[config.mk]
export PLATFORM = sky130hd
export DESIGN_NAME = flash_segment_loader_flat
export DESIGN_NICKNAME = d
export VERILOG_FILES = /design/src/rtl/flash_segment_loader_if.sv /design/src/rtl/flash_segment_loader.sv /design/src/flat_wrapper.sv
export SDC_FILE = /design/constraint.sdc
export NUM_CORES = 1
export LEC_CHECK = 0
export ABC_AREA = 1
export CORE_UTILIZATION = 43
export DETAILED_ROUTE_END_ITERATION = 10
export HOLD_SLACK_MARGIN = 0.1
export MAX_ROUTING_LAYER = met4
export PLACE_DENSITY_LB_ADDON = 0.1
export RECOVER_POWER = 100
export SYNTH_ARGS = -nofsm -noshare
export SYNTH_HDL_FRONTEND = slang
export SYNTH_SLANG_ARGS = --single-unit
[constraint.sdc]
create_clock -name clk -period 3.6 [get_ports clk]
set_input_delay 1.08 -clock clk [delete_from_list [all_inputs] [get_ports clk]]
set_output_delay 1.08 -clock clk [all_outputs]
set_load 0.01 [all_outputs]
[src/rtl/flash_segment_loader_if.sv]
// Loader-side and write-port signals of the flash segment loader, grouped as one bundle.
// Carries no logic, so it adds no latency.
// The loader req/ack toggle pair is the only flow control; the write port has no ready.
interface flash_segment_loader_if #(
  parameter int a_bits = 16
);
  logic              ldr_start;
  logic [15:0]       ldr_start_addr;
  logic [23:0]       ldr_flash_offset;
  logic [15:0]       ldr_amount;
  logic              ldr_busy;
  logic              ldr_req;
  logic              ldr_ack;
  logic [a_bits-1:0] ldr_a;
  logic [7:0]        ldr_q;
  logic              wr_strobe;
  logic [a_bits-1:0] wr_addr;
  logic [7:0]        wr_data;
  logic [3:0]        wr_seg;

  // Sequencer side: drives loader control and the write port, receives loader writes.
  modport master (
    output ldr_start, ldr_start_addr, ldr_flash_offset, ldr_amount, ldr_ack,
    output wr_strobe, wr_addr, wr_data, wr_seg,
    input  ldr_busy, ldr_req, ldr_a, ldr_q
  );

  // Loader and memory side.
  modport slave (
    input  ldr_start, ldr_start_addr, ldr_flash_offset, ldr_amount, ldr_ack,
    input  wr_strobe, wr_addr, wr_data, wr_seg,
    output ldr_busy, ldr_req, ldr_a, ldr_q
  );
endinterface

[src/rtl/flash_segment_loader.sv]
// Sequences SEGS flash segments through one SPI flash loader and holds C64 reset until all are loaded.
// Latency: a loader req toggle becomes a registered wr_strobe one cycle later.
// Backpressure: none on the write port; the loader is paced by the req/ack toggle pair.
module flash_segment_loader #(
  parameter int SEGS       = 4,
  parameter int a_bits     = 16,
  parameter int timeout_ms = 2000
) (
  input  logic                 clk,
  input  logic                 reset,
  input  logic                 ena_1khz,
  input  logic                 slot_valid,
  input  logic [SEGS*16-1:0]   seg_start_addr,
  input  logic [SEGS*24-1:0]   seg_flash_offset,
  input  logic [SEGS*16-1:0]   seg_amount,
  flash_segment_loader_if.master bus,
  output logic [3:0]           cur_seg,
  output logic                 load_done,
  output logic                 load_error,
  output logic                 hold_reset
);

  localparam int MS_W = (timeout_ms < 1) ? 1 : $clog2(timeout_ms + 1);
  localparam logic [MS_W-1:0] MS_LIMIT = MS_W'(timeout_ms);
  localparam logic [3:0] LAST_SEG = 4'(SEGS - 1);

  typedef enum logic [2:0] {
    S_IDLE,
    S_START,
    S_WAIT_BUSY,
    S_RUN,
    S_NEXT,
    S_DONE,
    S_ERROR
  } state_t;

  state_t          state;
  logic            slot_valid_old;
  logic            busy_old;
  logic [16:0]     byte_cnt;   // one bit wider than amount so 65535 bytes never wraps
  logic [MS_W-1:0] ms_cnt;

  logic [15:0] cur_amount;
  logic [15:0] cur_addr;
  logic [23:0] cur_offset;
  logic        in_load;
  logic        wr_pend;
  logic        busy_fall;
  logic        slot_rise;
  logic        ms_sat;
  logic [16:0] cnt_final;

  assign cur_amount = seg_amount[cur_seg*16 +: 16];
  assign cur_addr   = seg_start_addr[cur_seg*16 +: 16];
  assign cur_offset = seg_flash_offset[cur_seg*24 +: 24];
  assign in_load    = (state == S_START) || (state == S_WAIT_BUSY) ||
                      (state == S_RUN)   || (state == S_NEXT);
  assign wr_pend    = bus.ldr_req != bus.ldr_ack;
  assign busy_fall  = busy_old & ~bus.ldr_busy;
  assign slot_rise  = slot_valid & ~slot_valid_old;
  assign ms_sat     = ms_cnt == MS_LIMIT;
  // A write arriving together with the busy fall still belongs to this segment.
  assign cnt_final  = byte_cnt + {16'd0, wr_pend};

  // Segment sequencer, write-handshake bridge and progress counters.
  always_ff @(posedge clk) begin
    if (reset) begin
      state                <= S_IDLE;
      slot_valid_old       <= 1'b0;
      busy_old             <= 1'b0;
      byte_cnt             <= '0;
      ms_cnt               <= '0;
      cur_seg              <= '0;
      load_done            <= 1'b0;
      load_error           <= 1'b0;
      hold_reset           <= 1'b1;
      bus.ldr_start        <= 1'b0;
      bus.ldr_start_addr   <= '0;
      bus.ldr_flash_offset <= '0;
      bus.ldr_amount       <= '0;
      bus.ldr_ack          <= 1'b0;
      bus.wr_strobe        <= 1'b0;
      bus.wr_addr          <= '0;
      bus.wr_data          <= '0;
      bus.wr_seg           <= '0;
    end else begin
      slot_valid_old <= slot_valid;
      busy_old       <= bus.ldr_busy;
      bus.ldr_start  <= 1'b0;
      bus.wr_strobe  <= 1'b0;

      // While loading, each req toggle becomes one tagged write and counts as progress.
      if (in_load) begin
        if (wr_pend) begin
          bus.wr_strobe <= 1'b1;
          bus.wr_addr   <= bus.ldr_a;
          bus.wr_data   <= bus.ldr_q;
          bus.wr_seg    <= cur_seg;
          bus.ldr_ack   <= bus.ldr_req;
          byte_cnt      <= byte_cnt + 17'd1;
          ms_cnt        <= '0;
        end else if (ena_1khz && !ms_sat) begin
          ms_cnt <= ms_cnt + 1'b1;
        end
      end else begin
        // Stray writes outside a load are acknowledged and dropped.
        bus.ldr_ack <= bus.ldr_req;
      end

      unique case (state)
        S_IDLE, S_DONE, S_ERROR: begin
          if (slot_rise) begin
            load_done  <= 1'b0;
            load_error <= 1'b0;
            hold_reset <= 1'b1;
            cur_seg    <= '0;
            state      <= S_START;
          end
        end
        S_START: begin
          if (cur_amount == 16'd0) begin
            state <= S_NEXT;
          end else begin
            bus.ldr_start_addr   <= cur_addr;
            bus.ldr_flash_offset <= cur_offset;
            bus.ldr_amount       <= cur_amount;
            bus.ldr_start        <= 1'b1;
            byte_cnt             <= '0;
            ms_cnt               <= '0;
            state                <= S_WAIT_BUSY;
          end
        end
        S_WAIT_BUSY: begin
          if (bus.ldr_busy) begin
            state <= S_RUN;
          end else if (ms_sat) begin
            load_error <= 1'b1;
            state      <= S_ERROR;
          end
        end
        S_RUN: begin
          if (busy_fall) begin
            if (cnt_final == {1'b0, bus.ldr_amount}) begin
              state <= S_NEXT;
            end else begin
              load_error <= 1'b1;
              state      <= S_ERROR;
            end
          end else if (ms_sat) begin
            load_error <= 1'b1;
            state      <= S_ERROR;
          end
        end
        S_NEXT: begin
          if (cur_seg == LAST_SEG) begin
            load_done  <= 1'b1;
            hold_reset <= 1'b0;
            state      <= S_DONE;
          end else begin
            cur_seg <= cur_seg + 4'd1;
            state   <= S_START;
          end
        end
        default: state <= S_IDLE;
      endcase
    end
  end

endmodule

[src/flat_wrapper.sv]
// flat-port wrapper written by rule: the top's interface ports become plain ports
module flash_segment_loader_flat 
#(
  parameter int SEGS       = 4,
  parameter int a_bits     = 16,
  parameter int timeout_ms = 2000
)
  (clk, reset, ena_1khz, slot_valid, seg_start_addr, seg_flash_offset, seg_amount, cur_seg, load_done, load_error, hold_reset, bus_ldr_start, bus_ldr_start_addr, bus_ldr_flash_offset, bus_ldr_amount, bus_ldr_ack, bus_wr_strobe, bus_wr_addr, bus_wr_data, bus_wr_seg, bus_ldr_busy, bus_ldr_req, bus_ldr_a, bus_ldr_q);
  flash_segment_loader_if #(.a_bits(a_bits)) bus_i ();
  input  logic clk;
  input  logic reset;
  input  logic ena_1khz;
  input  logic slot_valid;
  input  logic [SEGS*16-1:0] seg_start_addr;
  input  logic [SEGS*24-1:0] seg_flash_offset;
  input  logic [SEGS*16-1:0] seg_amount;
  output logic [3:0] cur_seg;
  output logic load_done;
  output logic load_error;
  output logic hold_reset;
  output wire logic [$bits(bus_i.ldr_start)-1:0] bus_ldr_start;
  output wire logic [$bits(bus_i.ldr_start_addr)-1:0] bus_ldr_start_addr;
  output wire logic [$bits(bus_i.ldr_flash_offset)-1:0] bus_ldr_flash_offset;
  output wire logic [$bits(bus_i.ldr_amount)-1:0] bus_ldr_amount;
  output wire logic [$bits(bus_i.ldr_ack)-1:0] bus_ldr_ack;
  output wire logic [$bits(bus_i.wr_strobe)-1:0] bus_wr_strobe;
  output wire logic [$bits(bus_i.wr_addr)-1:0] bus_wr_addr;
  output wire logic [$bits(bus_i.wr_data)-1:0] bus_wr_data;
  output wire logic [$bits(bus_i.wr_seg)-1:0] bus_wr_seg;
  input wire logic [$bits(bus_i.ldr_busy)-1:0] bus_ldr_busy;
  input wire logic [$bits(bus_i.ldr_req)-1:0] bus_ldr_req;
  input wire logic [$bits(bus_i.ldr_a)-1:0] bus_ldr_a;
  input wire logic [$bits(bus_i.ldr_q)-1:0] bus_ldr_q;
  assign bus_ldr_start = bus_i.ldr_start;
  assign bus_ldr_start_addr = bus_i.ldr_start_addr;
  assign bus_ldr_flash_offset = bus_i.ldr_flash_offset;
  assign bus_ldr_amount = bus_i.ldr_amount;
  assign bus_ldr_ack = bus_i.ldr_ack;
  assign bus_wr_strobe = bus_i.wr_strobe;
  assign bus_wr_addr = bus_i.wr_addr;
  assign bus_wr_data = bus_i.wr_data;
  assign bus_wr_seg = bus_i.wr_seg;
  assign bus_i.ldr_busy = bus_ldr_busy;
  assign bus_i.ldr_req = bus_ldr_req;
  assign bus_i.ldr_a = bus_ldr_a;
  assign bus_i.ldr_q = bus_ldr_q;
  flash_segment_loader #(.SEGS(SEGS), .a_bits(a_bits), .timeout_ms(timeout_ms)) u_core (.clk(clk), .reset(reset), .ena_1khz(ena_1khz), .slot_valid(slot_valid), .seg_start_addr(seg_start_addr), .seg_flash_offset(seg_flash_offset), .seg_amount(seg_amount), .bus(bus_i), .cur_seg(cur_seg), .load_done(load_done), .load_error(load_error), .hold_reset(hold_reset));
endmodule
Word-level counts from Yosys, hierarchy flattened

Cells that the tools add are included.

Multiplexer cells: 35
Reductions and logical operators: 17
$add $sub $neg: 4
Shift operators: 3
Equal/unequal tests: 16
Multiply operators: 1
Bitwise logic cells: 7

Operators by type and width:

| kind                    | count |
|---|---|
| $shiftx A64 B9 Y16      | 2 |
| $shiftx A96 B10 Y24     | 1 |
| $mux W17                | 4 |
| $mux W11                | 5 |
| $mux W3                 | 6 |
| $add A17 B1 Y17         | 1 |
| $add A17 B1 Y17 const B | 1 |
| $eq A17 B16 Y1          | 1 |
| $logic_not A16 Y1       | 1 |
| $pmux W3 S5             | 1 |
| $mux W1                 | 12 |
| $add A11 B1 Y11 const B | 1 |
| $eq A11 B11 Y1 const B  | 1 |
| $eq A3 B3 Y1 const B    | 3 |
| $mux W4                 | 2 |
| $ne A2 B2 Y1 const B    | 4 |
| $pmux W4 S2             | 1 |
| $eq A3 B2 Y1 const B    | 2 |
| $mul A4 B2 Y6 const B   | 1 |
| $reduce_and A3 Y1       | 2 |
| $not A1 Y1              | 5 |
| $add A4 B1 Y4 const B   | 1 |
| $eq A4 B2 Y1 const B    | 1 |
| $pmux W1 S2             | 2 |
| other kinds (17)        | 22 |

Output and inout port bits: 94
Input port bits: 254
Logic and storage cells: 101
Bits in registers: 127

Logic depth before layout (Yosys ltp)

Gate-level depths: netlist of the first run.

Word-level depth: 8
Depth in mapped cells: 19
Mapped depth without buffers: 19

Least setup slack after synthesis of the first run

OpenSTA, ideal clock, no wires.

Path kind: input to register
Start: in bus_ldr_req
End: reg u_core.load_error
Data required time: 3,487 ps
Stages on the path: 19
Slack: 582 ps
Arrival time: 2,906 ps
Cell sequence: or2_2 nand2_1 inv_1 ha_1 ha_1 nand2_1 nor2_1 nand2_1 nand2_1 nand2_1 nand2_1 nor2_1 nand2_1 nor2_1 nand3_1 nand2_1 nand2_1 nand2_1 nor2_1

Word-level cells in the longest chain between the ends: 5

Ends and longest elaborated chain:

| what                               | line                        | source |
|---|---|---|
| start, declared                    | flat_wrapper.sv:31          | `input wire logic [$bits(bus_i.ldr_req)-1:0] bus_ldr_req;` |
| $ne A1 B1 Y1                       | flash_segment_loader.sv:58  | `assign wr_pend = bus.ldr_req != bus.ldr_ack;` |
| via u_core.wr_pend                 | flash_segment_loader.sv:47  | `logic wr_pend;` |
| $add A17 B1 Y17                    | flash_segment_loader.sv:63  | `assign cnt_final = byte_cnt + {16'd0, wr_pend};` |
| $eq A17 B16 Y1                     | flash_segment_loader.sv:143 | `if (cnt_final == {1'b0, bus.ldr_amount}) begin` |
| $ne A3 B3 Y1 (no source line)      | --                          |  |
| $reduce_and A4 Y1 (no source line) | --                          |  |
| end signal, assigned               | flash_segment_loader.sv:75  | `load_error <= 1'b0;` |
| end signal, assigned               | flash_segment_loader.sv:146 | `load_error <= 1'b1;` |
| end signal, assigned               | flash_segment_loader.sv:150 | `load_error <= 1'b1;` |
| end, declared                      | flash_segment_loader.sv:19  | `output logic load_error,` |

The timed path passes the listed nets, and every way through them passes these cells.
A chain may end at the register's enable or synchronous reset.

==> reports/metrics.cfg, run 1 <==
[cts]
cts_buffers = 17
htree_levels = 4
postCtsSetupBuffers = 0
clk_path_buf_depth = 2
cts_tree = built
cts_sinks = 127
cts_hold_buf = 0
cts.clk_slew.worst_paths_ns = 0.06
clock_latency_ns = 0.42
clock-root-buffer = clkbuf_16
cts_resized = 0

[sta]
fmax_mhz = 291
finalSetupViolations = 0
timing.final.crit_share_pct = 95.6
report.final.slew_viol_count = 32
rsz0062_at_grt = no
fin_crit_ns = 3.44
finalHoldViolations = 0
finClkSkew_ns = 0.00676
fin_setup_tns_ns = 0
fin_ws_ns = 0.158
worstMarginPinSlew_ns = 1.50
slew-limit-headroom_pct = -0.171
fin_hold_ws_ns = 0.460

[power_and_ir_drop]
comb_power_share_pct = 49.0
p_clk_share_pct = 24.0
swShare_pct = 41.8
seqPwrFrac_pct = 27.0
peakVddDrop_mv = 0.403
leakagePower_nw = 5.31
power_switching_mw = 3.14
internal_power_mw = 4.36
p_per_area_nw_per_um2 = 634
finalPower_mw = 7.50

[worst_setup_path]
rrSetupSlack_ns = 0.63
reg2reg_to = u_core.bus.ldr_amount[6]
startpoint_type = primary input
criticalPathCategory = in -> reg
worstRegToRegCells = 12
r2r_start = u_core.cur_seg[0]
crit_path_max_fanout = 32
worst_setup_path_end_kind = flip-flop
required_ns = 3.94
worst_ep_arrival_time_ns = 3.78

[logic_synthesis]
synthArstFlopShare_pct = 0
syn_avg_cell_area_um2 = 6.28
synth_edf_count = 0
synth_common_cells = nand2_1 (273), nor2_1 (187), nand3_1 (149), dfxtp_1 (127), inv_1 (114)
yosysTopAreaCell = dfxtp_1
synth_cells = 1218
synth_seq_cells = 127
seq_area_frac_synth_pct = 33.2
yosys_warnings = 0
synth_nets = 1478
yosysMostFrequentCell = nand2_1
ys_types = 39
synth_top_cell_area_share_pct = 33.2
ys_top_cells_by_area = dfxtp_1 (33%), nand2_1 (13%), nand3_1 (9.8%)
synth_ff_type = dfxtp_1
synth_area_um2 = 7650

[grt]
grt_pass1_vias = 8679
grt.total_usage_pct = 34.3
grt_pass1_wl_mm = 46.5
grt_max_degree = 50
grt-ovfl-total = 0
antenna_found_initial = 2

[placement]
dp_slack_ns = 0.0104
place_inst = 1743
io_buffers = 347
placed_cell_area_um2 = 11300
gp_congestion = 0.963
dp.final_hpwl_mm = 23.8

[cells_and_area]
fin_cells = 1777
stdcell_area_um2 = 11800
area_delta_synth_final_pct = 54.7
nNetsFinal = 1797
fin_util_pct = 68.2
drive_gt1_share_pct = 4.39
nFillCells = 1562

[floorplanning]
start_util_pct = 44.1
chipWidth_um = 135
dieArea_um2 = 18300
die_height_um = 135
ios = 348
rows = 48
core_area_um2 = 17400

[route]
dr.pass1.iters = 7
viasPerCell = 5.17
via_count = 9195
drtAntennaViolNets = 0
drc_errors = 0
wl_per_cell_um = 17.1
drt_iter0_drc = 639
totalWireLength_mm = 30.4

[min_path]
min_path_cells = 2
hold_class = reg -> reg
min_from = u_core.load_done
hold_end = u_core.load_done

[run_status]
violations = max-capacitance violations, max-slew violations
status = finished, violations left

[flow_run]
cap_violations = 1

==> routing by layer <==
metal / wire length, µm / vias up / track usage, %
met4: 862 / 0 / 12.7
met5: 0 / - / -
met1: 12900 / 4153 / 41.6
met2: 14200 / 362 / 53.6
met3: 2500 / 54 / 9.88
li1: - / 4626 / -
==> worst max path at each step <==
stage	endpoint	depth (start not counted)	slack (ns)	startpoint
after floorplan	u_core.load_error	19	0.58	bus_ldr_req
after global placement	u_core.load_error	20	0.03	bus_ldr_req
after detailed placement	u_core.load_error	18	0.01	bus_ldr_req
after CTS	u_core.load_error	18	0.45	bus_ldr_req
after global routing	u_core.load_error	19	0.02	bus_ldr_req
final	u_core.cur_seg[3]	5	0.16	reset
==> registers in the layout, indices dropped and copies added, names as in the netlist, 3 cells and up <==
name / flops
u_core.bus.ldr_amount: 16
u_core.bus.ldr_flash_offset: 24
u_core.bus.ldr_start_addr: 16
u_core.bus.wr_addr: 16
u_core.bus.wr_data: 8
u_core.bus.wr_seg: 4
u_core.byte_cnt: 17
u_core.cur_seg: 4
u_core.ms_cnt: 11
u_core.state: 3
==> cells in the final DEF (no fill, tap or decap), types with 2 or more instances in the layout <==
cell type,synthesis,final
a21oi_1,13,13
a22o_1,24,24
buf_4,6,15
bufinv_16,0,3
clkbuf_1,38,6
clkbuf_16,0,17
clkbuf_2,2,3
clkbuf_8,0,3
clkdlybuf4s50_1,0,253
clkinv_2,0,4
clkinvlp_4,0,2
dfxtp_1,127,125
diode_2,0,2
dlygate4sd3_1,0,94
ha_1,6,6
inv_1,114,114
inv_2,1,2
inv_4,2,2
nand2_1,273,276
nand3_1,149,149
nand4_1,12,12
nor2_1,187,186
nor2_2,5,4
nor2_4,1,3
nor3_1,14,14
nor3b_1,4,4
o211ai_1,3,3
o21ai_0,101,110
o21ai_1,25,16
o21bai_1,4,4
o22ai_1,41,41
or2_0,3,3
or2_1,3,3
or2_2,2,2
xnor2_1,6,6
xor2_1,16,16
==> layout make-up <==
class                   count  area [µm²]  area share, %
clock inverters            10         134           1.13
repair buffers            372        3650           30.8
well taps                 225         282           2.38
flip-flops and latches    127        2550           21.5
clock buffers              22         474           4.01
multi-input cells         901        4300           36.3
diodes                      2        5.00         0.0423
inverters                 118         448           3.79
==> worst max-delay path, cell delays in order <==
cell and delay, ns:
dlygate4sd3_1 0.74, inv_2 0.14, clkbuf_1 1.10, o21ai_0 0.43
nor3b_1 0.28
==> cells by family (layout without fill, tap and decap cells) <==
group	Yosys count	count (layout)	share of synthesized area, %
flops	127	127	33.2
compound gates	213	213	16.1
buf+inv	190	522	10.6
simple gates	660	660	36.6
xor+xnor	22	22	2.52
fa+ha+maj	6	6	0.982
other cells	0	2	0
==> power groups by stage <==
stage                     clock network, mW  logic, mW  registers [mW]
final                                  1.80       3.68            2.03
after global routing                   1.88       4.05            2.07
after CTS                              1.80       3.80            2.04
after detailed placement                  0       3.77            2.06
after global placement                    0       3.75            2.05
after floorplan                           0       2.13            2.11
Note: power is estimated with default switching activity, not from simulation.
==> run 2, diff against run 1 <==
- ABC_AREA: 1 -> unset
- CORE_AREA: unset -> 2 2 136 138
- CORE_UTILIZATION: 43 -> unset
- DIE_AREA: unset -> 0 0 138 140
- SKIP_LAST_GASP: unset -> 1
==> run 2 against run 1 <==
  * The flow now finishes without violations
  * Critical path depth up 6
  * First-iteration DRC count down 55%
  * Global-route usage down 8.9 points
  * Hold slack worse by 0.0074 ns
  * Clock skew up 0.0020 ns
  * Synthesized cell count down 46%
  * Clock-buffer cell count up 1
  * Die area up 5.4%
  * Wire length down 21%
  * Clock power down 3%
  * Critical path type unchanged
  * Critical endpoint is now u_core.load_error
  * Largest cell class unchanged
==> reports/metrics.cfg, run 2 <==
[run_status]
status = completed

[grt]
grt_pass1_wl_mm = 36.8  ; -21%
grt-ovfl-total = 0  ; unchanged
grt.total_usage_pct = 25.3  ; -8.9 points
grt_pass1_vias = 6568  ; -24%
grt_max_degree = 50  ; unchanged
antenna_found_initial = 4  ; +2

[cells_and_area]
final_cell_mix = clkdlybuf4s50_1 (345), dfxtp_1 (125), nand2_1 (87)
stdcell_area_um2 = 11000  ; -7.4%
nFillCells = 1485  ; -4.9%
reg.largest.list = u_core.bus.ldr_flash_offset: 24 flops, u_core.byte_cnt: 17 flops
nNetsFinal = 1256  ; -30%
area_delta_synth_final_pct = 66.8
top_register = u_core.bus.ldr_flash_offset
largest_reg_flops = 24  ; unchanged
drive_gt1_share_pct = 11.3  ; +6.9 points
layout_commonest_cell = clkdlybuf4s50_1

[cts]
htree_levels = 4  ; unchanged
clk_path_buf_depth = 2  ; unchanged
cts_sinks = 127  ; unchanged
cts_buffers = 17  ; unchanged
cts_hold_buf = 0  ; unchanged
clock_latency_ns = 0.41  ; about the same
clock-root-buffer = clkbuf_16
cts.clk_slew.worst_paths_ns = 0.05  ; about the same
cts_tree = built

[floorplanning]
die_height_um = 140  ; +3.4%
start_util_pct = 37.0  ; -7.1 points
chipWidth_um = 138  ; +2.0%
core_area_um2 = 17800  ; +2.4%
dieArea_um2 = 19300  ; +5.4%
rows = 49  ; +2.1%
ios = 348  ; unchanged

[route]
wl_per_cell_um = 19.4  ; +13%
drt_iter0_drc = 286  ; -55%
via_count = 6385  ; -31%
viasPerCell = 5.14  ; -0.65%
drc_errors = 0  ; unchanged
totalWireLength_mm = 24.1  ; -21%
drtAntennaViolNets = 0  ; unchanged
dr.pass1.iters = 4  ; -3

[worst_setup_path]
worst_setup_path_end_kind = flip-flop
startpoint_type = primary input
path_delay_family = simple AND/OR/NAND/NOR gates
crit_slowest_cell = or4_1
rrSetupSlack_ns = 0.56  ; -0.07 ns
slowest_delay_ns = 0.58  ; -0.52 ns
required_ns = 3.89  ; -0.05 ns
worst_ep_arrival_time_ns = 3.72  ; -0.06 ns
crit_path_max_fanout = 4  ; -88%
cp.buffers_inverters = 1  ; -2
worstPathCellList = clkdlybuf4s50_1 -> xor2_2 -> ha_1 -> ha_1 -> nand2_1 -> xnor2_1 -> a21oi_1 -> or4_1 -> nor4_4 -> a21oi_1 -> mux2i_1
criticalPathCategory = in -> reg

[min_path]
hold_class = reg -> reg

[logic_synthesis]
yosys_warnings = 0  ; unchanged
synthArstFlopShare_pct = 0  ; unchanged
synth_ff_type = dfxtp_1
synth_nets = 921  ; -38%
synth_edf_count = 0  ; unchanged
syn_avg_cell_area_um2 = 9.94  ; +58%
synth_cells = 661  ; -46%
ys_top_cells_by_area = dfxtp_1 (39%), mux4_2 (19%), a22o_1 (6.5%)
synth_common_cells = dfxtp_1 (127), nand2_1 (87), nor2_1 (64), mux4_2 (56), a21oi_1 (53)
synth_top_cell_area_share_pct = 38.7  ; +5.5 points
synth_seq_cells = 127  ; unchanged
yosysMostFrequentCell = dfxtp_1
ys_types = 46  ; +18%
yosysTopAreaCell = dfxtp_1
seq_area_frac_synth_pct = 38.7  ; +5.5 points
synth_area_um2 = 6570  ; -14%

[power_and_ir_drop]
leakagePower_nw = 3.90  ; -27%
peakVddDrop_mv = 0.300  ; -26%
internal_power_mw = 3.38  ; -23%
p_per_area_nw_per_um2 = 417  ; -34%
seqPwrFrac_pct = 35.9  ; +8.9 points
finalPower_mw = 4.57  ; -39%
swShare_pct = 26.1  ; -16 points
comb_power_share_pct = 26.0  ; -23 points
power_switching_mw = 1.19  ; -62%
p_clk_share_pct = 38.2  ; +14 points

[sta]
fmax_mhz = 292  ; +0.41%
finalSetupViolations = 0  ; unchanged
finClkSkew_ns = 0.00871  ; +0.00195 ns
rsz0062_at_grt = no
fin_crit_ns = 3.43  ; -0.0140 ns
worstMarginPinSlew_ns = 1.43  ; -0.0693 ns
finalHoldViolations = 0  ; unchanged
report.final.slew_viol_count = 0  ; -100%
timing.final.crit_share_pct = 95.2  ; -0.39 points
slew-limit-headroom_pct = 4.45  ; +4.6 points

[placement]
gp_congestion = 0.885  ; -8.1%
placed_cell_area_um2 = 10300  ; -8.4%
dp.final_hpwl_mm = 19.1  ; -20%
io_buffers = 347  ; unchanged

[flow_run]
cap_violations = 0  ; -1

[run 2: cell count changes in the layout (fill, tap and decap cells not counted), sizes merged, moves of 16 or more]
cell and change:
a21oi +40, a22o +25, clkdlybuf4s50 +92, dlygate4sd3 -93, inv -114, mux4 +56, nand2 -189, nand3 -137
nor2 -129, o21ai -120, o22ai -40, xnor2 +16
[run 2: logic make-up (layout without fill, tap and decap cells)]
kind of cell	count (synthesis)	count (layout)	synth area share, %
AO/OA/AOI/OAI	128	128	13.4
XOR/XNOR	47	47	6.27
adder cells (fa/ha/maj)	6	6	1.14
buffers and inverters	57	405	3.90
flip-flops	127	127	38.7
multiplexers	60	60	19.8
other	0	4	0
AND/OR/NAND/NOR	236	236	16.8
[run 2: repair_timing]
action,CTS,global route
gates resized for setup,0,3
buffers inserted,0,1
setup endpoints to repair,0,2
[run 2: worst paths after layout]
| path | from | end | cells after the start |
|---|---|---|---|
| worst max-delay path | bus_ldr_req | u_core.load_error | 11 |
| worst min-delay path | u_core.bus.wr_addr[13] | u_core.bus.wr_addr[13] | 2 |
| worst max register to register | u_core.state[0] | u_core.ms_cnt[10] | 6 |
| worst min register to register | u_core.bus.wr_addr[13] | u_core.bus.wr_addr[13] | 2 |
[run 2: metrics by stage]
stage / std cells / utilization (%) / hold WS (ns) / setup WS, ns / TNS (ns)
after global routing: 1242 / 61.6 / 0.473 / 0.0242 / 0
after CTS: 1237 / 61.4 / 0.455 / 0.109 / 0
after global placement: 1205 / 58.0 / 0.441 / -0.308 / -0.579
after detailed placement: 1205 / 58.0 / 0.449 / -0.311 / -0.595
final: 1242 / 61.6 / 0.452 / 0.172 / 0
after floorplan: 661 / - / 0.479 / 0.439 / 0
[run 2: final cells by class]
type	count	area, µm²	area share (%)
clock buffer	23	509	4.65
sequential	127	2550	23.2
multi-input combinational	477	3800	34.7
antenna	4	10.0	0.0913
inverter	5	18.8	0.171
timing repair buffer	368	3680	33.6
clock inverter	9	104	0.947
tap	229	287	2.61
[run 2: tightest hold or removal path, delay by kind of cell, from the launching register on]
| family | cells | cell delay [ns] |
|---|---|---|
| AOI/OAI and AO/OA | 1 | 0.05 |
| and+or+nand+nor | 1 | 0.05 |
| DFF | 1 | 0.30 |
[run 2: power groups by stage]
stage / Combinational, mW / Clock [mW] / Sequential [mW]
floorplan: 0.564 / 0 / 1.66
global placement: 1.18 / 0 / 1.67
detailed placement: 1.19 / 0 / 1.67
CTS: 1.19 / 1.78 / 1.64
global route: 1.28 / 1.84 / 1.66
finish: 1.19 / 1.74 / 1.64
[run 2: layer usage]
layer | GRT usage (%) | wire length, µm | vias to the layer above | share of wire, %
met5 | - | 0 | - | 0
met4 | 9.40 | 686 | 0 | 2.9
met3 | 8.68 | 1890 | 42 | 7.9
met2 | 41.1 | 11800 | 223 | 49
met1 | 29.2 | 9660 | 3004 | 40
li1 | - | - | 3116 | -
==> run 3, diff against run 2 <==
- SKIP_CTS_REPAIR_TIMING: unset -> 1
==> results of run 3 <==
Final layout, timing and power as in run 2 (identical DEF).
